[config.mk]
export PLATFORM = sky130hd
export DESIGN_NAME = riscv_cache_fill_ctrl
export DESIGN_NICKNAME = d
export VERILOG_FILES = /design/src/rtl/riscv_cache_pkg.sv /design/src/rtl/riscv_cache_victim_sel.sv /design/src/rtl/riscv_cache_fill_ctrl.sv
export SDC_FILE = /design/constraint.sdc
export NUM_CORES = 1
export LEC_CHECK = 0
export CORE_MARGIN = 2
export CORE_UTILIZATION = 35
export CTS_CLUSTER_DIAMETER = 120
export DETAILED_ROUTE_END_ITERATION = 10
export PLACE_DENSITY_LB_ADDON = 0.08
export SYNTH_ARGS = -nofsm -noshare
export SYNTH_HDL_FRONTEND = slang
export SYNTH_HIERARCHICAL = 1
export SYNTH_SLANG_ARGS = --single-unit
[constraint.sdc]
create_clock -name clk_i -period 4.32 [get_ports clk_i]
set_input_delay 0.648 -clock clk_i [delete_from_list [all_inputs] [get_ports clk_i]]
set_output_delay 0.648 -clock clk_i [all_outputs]
set_load 0.01 [all_outputs]
[src/rtl/riscv_cache_pkg.sv]
// Shared cache geometry helpers and the fill-controller state type.
package riscv_cache_pkg;

    // Number of sets for a cache of 'size' KBytes split into 'ways' ways.
    function automatic int get_sets(input int size, input int block_size, input int ways);
        return (size * 1024) / block_size / ways;
    endfunction

    // Bits needed to index one set.
    function automatic int get_idx_bits(input int size, input int block_size, input int ways);
        return $clog2(get_sets(size, block_size, ways));
    endfunction

    // Byte-offset bits inside one line.
    function automatic int get_blk_offs_bits(input int block_size);
        return $clog2(block_size);
    endfunction

    // Line width in bits.
    function automatic int get_blk_bits(input int block_size);
        return block_size * 8;
    endfunction

    // Miss/fill controller states; shared so checkers can decode state.
    typedef enum logic [2:0] {
        ST_IDLE  = 3'd0,
        ST_REQ   = 3'd1,
        ST_RECV  = 3'd2,
        ST_WRITE = 3'd3,
        ST_FLUSH = 3'd4
    } fill_state_e;

endpackage

[src/rtl/riscv_cache_victim_sel.sv]
// Per-set round-robin victim pointer array with one-hot way output.
module riscv_cache_victim_sel #(
    parameter int SETS  = 64,
    parameter int WAYS  = 2,
    parameter int IDX_W = (SETS > 1) ? $clog2(SETS) : 1
) (
    input  logic             clk,
    input  logic             rst_n,
    input  logic [IDX_W-1:0] rd_idx,
    output logic [WAYS-1:0]  way_onehot,
    input  logic             inc,
    input  logic [IDX_W-1:0] inc_idx,
    input  logic             clear
);
    localparam int PTR_W = $clog2(WAYS);
    localparam logic [PTR_W-1:0] LAST_WAY = PTR_W'(WAYS - 1);

    logic [PTR_W-1:0] ptr [SETS];

    // Pointer update: clear-all wins over a single-set increment.
    always_ff @(posedge clk) begin
        if (!rst_n || clear) begin
            for (int s = 0; s < SETS; s++) begin
                ptr[s] <= '0;
            end
        end else if (inc) begin
            ptr[inc_idx] <= (ptr[inc_idx] == LAST_WAY) ? '0 : ptr[inc_idx] + 1'b1;
        end
    end

    // Decode the addressed set's pointer to a one-hot way.
    always_comb begin
        way_onehot = '0;
        way_onehot[ptr[rd_idx]] = 1'b1;
    end

endmodule

[src/rtl/riscv_cache_fill_ctrl.sv]
// Cache miss handler: victim pick, single burst read, line assembly, flush.
//
// BIU request handshake: biu_stb_o is raised in REQ and held, together with
// biu_adr_o/biu_len_o, until a cycle with biu_stb_ack_i high; beats are then
// accepted on every cycle with biu_ack_i high while in RECV. biu_err_i in REQ
// or RECV aborts the fill and overrides any simultaneous ack.
module riscv_cache_fill_ctrl
    import riscv_cache_pkg::*;
#(
    parameter int XLEN       = 32,
    parameter int PLEN       = XLEN,
    parameter int SIZE       = 4,
    parameter int BLOCK_SIZE = XLEN,
    parameter int WAYS       = 2
) (
    input  logic                                clk_i,
    input  logic                                rst_ni,
    input  logic                                miss_i,
    input  logic [PLEN-1:0]                     miss_adr_i,
    input  logic                                flush_i,
    output logic                                busy_o,
    output logic                                filling_o,
    output logic                                flushing_o,
    output logic [WAYS-1:0]                     fill_way_select_o,
    output logic [get_blk_bits(BLOCK_SIZE)-1:0] line_o,
    output logic                                line_we_o,
    output logic                                biu_stb_o,
    input  logic                                biu_stb_ack_i,
    output logic [PLEN-1:0]                     biu_adr_o,
    output logic [7:0]                          biu_len_o,
    input  logic [XLEN-1:0]                     biu_d_i,
    input  logic                                biu_ack_i,
    input  logic                                biu_err_i,
    output logic                                err_o
);
    localparam int SETS          = get_sets(SIZE, BLOCK_SIZE, WAYS);
    localparam int IDX_BITS      = get_idx_bits(SIZE, BLOCK_SIZE, WAYS);
    localparam int BLK_OFFS_BITS = get_blk_offs_bits(BLOCK_SIZE);
    localparam int BLK_BITS      = get_blk_bits(BLOCK_SIZE);
    localparam int BEATS         = BLK_BITS / XLEN;
    localparam int CNT_BITS      = (BEATS > 1) ? $clog2(BEATS) : 1;
    localparam logic [CNT_BITS-1:0] LAST_BEAT = CNT_BITS'(BEATS - 1);
    localparam logic [PLEN-1:0] LINE_MASK =
        {{(PLEN - BLK_OFFS_BITS){1'b1}}, {BLK_OFFS_BITS{1'b0}}};

    fill_state_e          state, next_state;
    logic [CNT_BITS-1:0]  cnt;
    logic [PLEN-1:0]      adr_q;
    logic [7:0]           len_q;
    logic [WAYS-1:0]      way_q;
    logic [BLK_BITS-1:0]  line_q;
    logic                 err_q;
    logic [WAYS-1:0]      victim_onehot;

    riscv_cache_victim_sel #(
        .SETS (SETS),
        .WAYS (WAYS),
        .IDX_W(IDX_BITS)
    ) u_victim_sel (
        .clk       (clk_i),
        .rst_n     (rst_ni),
        .rd_idx    (miss_adr_i[BLK_OFFS_BITS +: IDX_BITS]),
        .way_onehot(victim_onehot),
        .inc       (state == ST_WRITE),
        .inc_idx   (adr_q[BLK_OFFS_BITS +: IDX_BITS]),
        .clear     (state == ST_FLUSH)
    );

    // State register and fill datapath (address, way, beat counter, line).
    always_ff @(posedge clk_i) begin
        if (!rst_ni) begin
            state  <= ST_IDLE;
            cnt    <= '0;
            adr_q  <= '0;
            len_q  <= '0;
            way_q  <= '0;
            line_q <= '0;
            err_q  <= 1'b0;
        end else begin
            state <= next_state;
            err_q <= 1'b0;
            case (state)
                ST_IDLE: begin
                    if (!flush_i && miss_i) begin
                        adr_q <= miss_adr_i & LINE_MASK;
                        len_q <= 8'(BEATS - 1);
                        way_q <= victim_onehot;
                    end
                end
                ST_REQ: begin
                    if (biu_err_i) begin
                        err_q <= 1'b1;
                    end else if (biu_stb_ack_i) begin
                        cnt <= '0;
                    end
                end
                ST_RECV: begin
                    if (biu_err_i) begin
                        err_q <= 1'b1;
                    end else if (biu_ack_i) begin
                        line_q[int'(cnt) * XLEN +: XLEN] <= biu_d_i;
                        cnt <= cnt + 1'b1;
                    end
                end
                default: ;
            endcase
        end
    end

    // Next-state decode and state-derived strobes.
    always_comb begin
        next_state = state;
        busy_o     = 1'b1;
        filling_o  = 1'b0;
        flushing_o = 1'b0;
        line_we_o  = 1'b0;
        biu_stb_o  = 1'b0;
        case (state)
            ST_IDLE: begin
                busy_o = 1'b0;
                if (flush_i) begin
                    next_state = ST_FLUSH;
                end else if (miss_i) begin
                    next_state = ST_REQ;
                end
            end
            ST_REQ: begin
                filling_o = 1'b1;
                biu_stb_o = 1'b1;
                if (biu_err_i) begin
                    next_state = ST_IDLE;
                end else if (biu_stb_ack_i) begin
                    next_state = ST_RECV;
                end
            end
            ST_RECV: begin
                filling_o = 1'b1;
                if (biu_err_i) begin
                    next_state = ST_IDLE;
                end else if (biu_ack_i && cnt == LAST_BEAT) begin
                    next_state = ST_WRITE;
                end
            end
            ST_WRITE: begin
                filling_o  = 1'b1;
                line_we_o  = 1'b1;
                next_state = ST_IDLE;
            end
            ST_FLUSH: begin
                flushing_o = 1'b1;
                next_state = ST_IDLE;
            end
            default: begin
                next_state = ST_IDLE;
            end
        endcase
    end

    assign fill_way_select_o = way_q;
    assign line_o            = line_q;
    assign biu_adr_o         = adr_q;
    assign biu_len_o         = len_q;
    assign err_o             = err_q;

endmodule

==> impl_results.md <==
- Status: complete, no violations
- Detail Placement HPWL: 35,200 um
- Setup skew after layout: 12.2 ps
- Drt via density: 5.15
- List of cells traversed by the critical path: nor3_4 -> buf_4 -> inv_1 -> buf_4 -> clkdlybuf4s50_1
- Kind of start point of the critical path: flop
- Logic depth of the worst register-to-register path: 8
- Sequential fraction of the synthesis area: 0.478
- Worst setup endpoint: busy_o
- WP depth: 5
- Share of layout cells above drive strength 1: 0.102
- Via count of the first global-routing pass: 13.0k
- Count of clock tree sinks: 357
- Max_cap viols: 0
- CP Class: flop to primary output
- Slowest cell delay on critical path: 670 ps
- Number of unique standard cell types used by synthesis: 76
- Required time of the critical path: 3670 ps
- Overall track demand over capacity in global routing: 0.217
- Clk slew on worst S/H paths: 60 ps
- Sum of negative setup slack: 0 ps
- Antenna violation net count after detailed routing: 0
- Post-Route Hold Slack: 454 ps
- Detailed-router iteration count before antenna repair: 5
- Horizontal extent of the die: 220 um
- Starting density of the core: 0.352
- FFs w/ async S/R, synth: 0
- Post-route DRC: 0
- Dominant delay contributor by cell family on the critical path: buffers and inverters
- Antenna violations before repair: 2
- FILL cells: 4,419
- Cell count after synthesis: 1,629
- Placement row count: 79
- Max frequency: 315 MHz
- Number of warning messages in the yosys log: 6
- HP Class: flop to flop
- Final critical delay including setup and external delays: 3180 ps
- Input/output buffers: 359
- Number of top-level design ports: 375
- Total of hold buffers inserted after clock tree synthesis: 0
- WP buf/inv: 4
- Worst setup startpoint: state[0]
- Total leakage power: 0.00823 uW
- Gr ovfl total: 0
- Clock tree from TritonCTS: built
- Setup repair after global routing missed its margin: false
- Number of non-filler instances in the completed layout: 2,549
- H-tree depth: 2
- Headroom to the max-slew limit: 0.154
- Final critical-path share of the clock period: 0.735
- Maximum fanout encountered on the critical timing path: 32
- Vias: 13.1k
- Number of flops mapped to enable cells by yosys: 64
- Clock Root Buffer: clkbuf_16
- Full die area: 0.0483 mm2
- Number of placed instances, taps included: 2,473
- Cts repair resizes: 0
- TritonCTS Buffers: 42
- Largest net degree at the start of global routing: 243
- Post-detailed-routing wire length: 53,500 um
- Number of buffers between clock root and the deepest sink: 3
- Hold Fails Final Rpt: 0
- Number of pins with negative max-slew slack in the final report: 0
- Slowest CP cell: dfxtp_1
- First-pass GRT wire length: 80,200 um
- Global placer's final weighted congestion: 0.802
- Post-layout nets: 1,988
- Slew at the pin closest to its max-slew limit: 1260 ps
- Capture point of the worst reg-to-reg path: u_victim_sel/ptr[61]
- Combined area of all synthesized cells: 0.0163 mm2
- Synthesis-to-finish area growth: 30.8%
- WL/cell: 21.0 um
- Critical Path Most Common Cell: buf_4
- Crit path arrival time: 2530 ps
- Clk_lat worst skew: 570 ps
- Total setup buffers inserted after CTS: 0
- Ratio of total power to cell area: 350 mW/mm2
- Avg Inst Size Synth: 10.0 um2
- Peak ir drop on the vdd network: 0.236 mV
- Dominant register cell in the synthesized netlist: dfxtp_1
- Start of the worst register-to-register path: biu_adr_o[7]
- Vertical die dimension: 220 um
- Number of DRC markers after the initial detailed-route iteration: 762
- Count of state elements after synthesis: 357
- Final-report setup violation count: 0
- Placeable core area: 0.0463 mm2
- Worst Setup End Kind: primary output
- R2R setup slack: 1150 ps
worst reg2reg max path, delay by kind of cell (launching register included):
kind	cells	cell delay, ps
buffers and inverters	2	790
DFF	1	880
and+or+nand+nor	4	870
AOI/OAI and AO/OA	2	340
power breakdown:
part | internal, uW | switching (uW) | total (uW)
registers | 3440 | 44.1 | 3480
clock network | 1970 | 1440 | 3410
logic | 214 | 361 | 575
total | 5630 | 1840 | 7470
sequential cells by signal, summed over array words and instances (netlist names):
name               flops
biu_adr_o             27
state                  3
biu_len_o              1
err_o                  1
line_o               256
fill_way_select_o      2
cnt                    3
u_victim_sel/ptr      64
synthesized netlist by cell type, types with 3 or more instances:
library cell  number  area [um2]
nand2_1          377        1420
dfxtp_1          293        5870
mux2i_1          280        2800
nand3_1          105         526
o21ai_0           88         440
clkbuf_1          71         267
edfxtp_1          64        1920
nor3_2            56         561
a21oi_1           33         165
buf_2             30         150
buf_4             29         218
buf_6             19         214
mux4_2            17         383
nor2_1            14        52.6
inv_1             11        41.3
nor3b_1            9        67.6
or3_1              8        50.1
ha_1               7        87.6
nor2b_1            6        37.5
a31oi_1            5        31.3
mux2_2             5        56.3
nand3b_1           5        37.5
nor4_2             5        62.6
buf_8              4        60.1
nand2b_1           4        25.0
nor4_1             4        25.0
o21ai_1            4        20.0
and3_1             3        18.8
and4b_1            3        30.0
buf_1              3        11.3
nand3_2            3        30.0
nand4_1            3        18.8
o22ai_1            3        18.8
o2bb2ai_1          3        26.3
o31ai_1            3        22.5
stage by stage:
step	worst slack, ps	total power [uW]	util	cell area [um2]
finish	1140	7470	0.461	21300
detailed placement	841	4130	0.433	20000
CTS	1110	7570	0.461	21300
global route	806	7730	0.461	21300
global placement	829	4130	0.433	20000
floorplan	1730	3930	-	16300
kinds of logic (layout without fill, tap and decap cells):
| family | after synthesis | after routing | synth area share |
|---|---|---|---|
| adder cells (fa/ha/maj) | 7 | 7 | 0.00538 |
| AND/OR/NAND/NOR | 627 | 627 | 0.197 |
| other | 1 | 11 | 0.000230 |
| multiplexers | 302 | 302 | 0.199 |
| flip-flops | 357 | 357 | 0.478 |
| buffers and inverters | 172 | 475 | 0.0621 |
| AO/OA/AOI/OAI | 163 | 163 | 0.0585 |
placed cells by master (no fill, tap or decap), types with 6 or more instances in the layout:
| master | count |
|---|---|
| a21oi_1 | 33 |
| buf_4 | 27 |
| clkbuf_1 | 14 |
| clkbuf_16 | 44 |
| clkbuf_8 | 6 |
| clkdlybuf4s50_1 | 358 |
| clkinv_2 | 7 |
| conb_1 | 10 |
| dfxtp_1 | 293 |
| edfxtp_1 | 64 |
| ha_1 | 7 |
| inv_1 | 11 |
| mux2i_1 | 280 |
| mux4_2 | 17 |
| nand2_1 | 377 |
| nand3_1 | 105 |
| nor2_1 | 14 |
| nor3_2 | 55 |
| nor3b_1 | 9 |
| o21ai_0 | 88 |
| or3_1 | 8 |
worst min path at each step:
stage | start | end | depth (start not counted)
6_report | line_o[200] | line_o[200] | 2
5_1_grt | line_o[200] | line_o[200] | 2
4_1_cts | line_o[200] | line_o[200] | 2
3_5_place_dp | line_o[200] | line_o[200] | 2
3_3_place_gp | line_o[148] | line_o[148] | 2
2_1_floorplan | line_o[128] | line_o[128] | 2
per-layer routing:
layer,global-route usage,wire length [um],vias up
met1,0.275,22800,6415
met3,0.0692,4600,78
met5,0,13,-
met4,0.0694,1340,2
met2,0.350,24800,404
li1,-,-,6225
cell type report:
type | count | area (um2) | area share
sequential | 357 | 7790 | 0.365
multi-input combinational | 1109 | 7560 | 0.355
timing repair buffer | 389 | 3860 | 0.181
clock buffer | 64 | 1240 | 0.0580
tap | 607 | 759 | 0.0356
clock inverter | 11 | 60.1 | 0.00282
inverter | 11 | 41.3 | 0.00194
antenna | 1 | 2.50 | 0.000117
(Power assumes the default switching activity.)
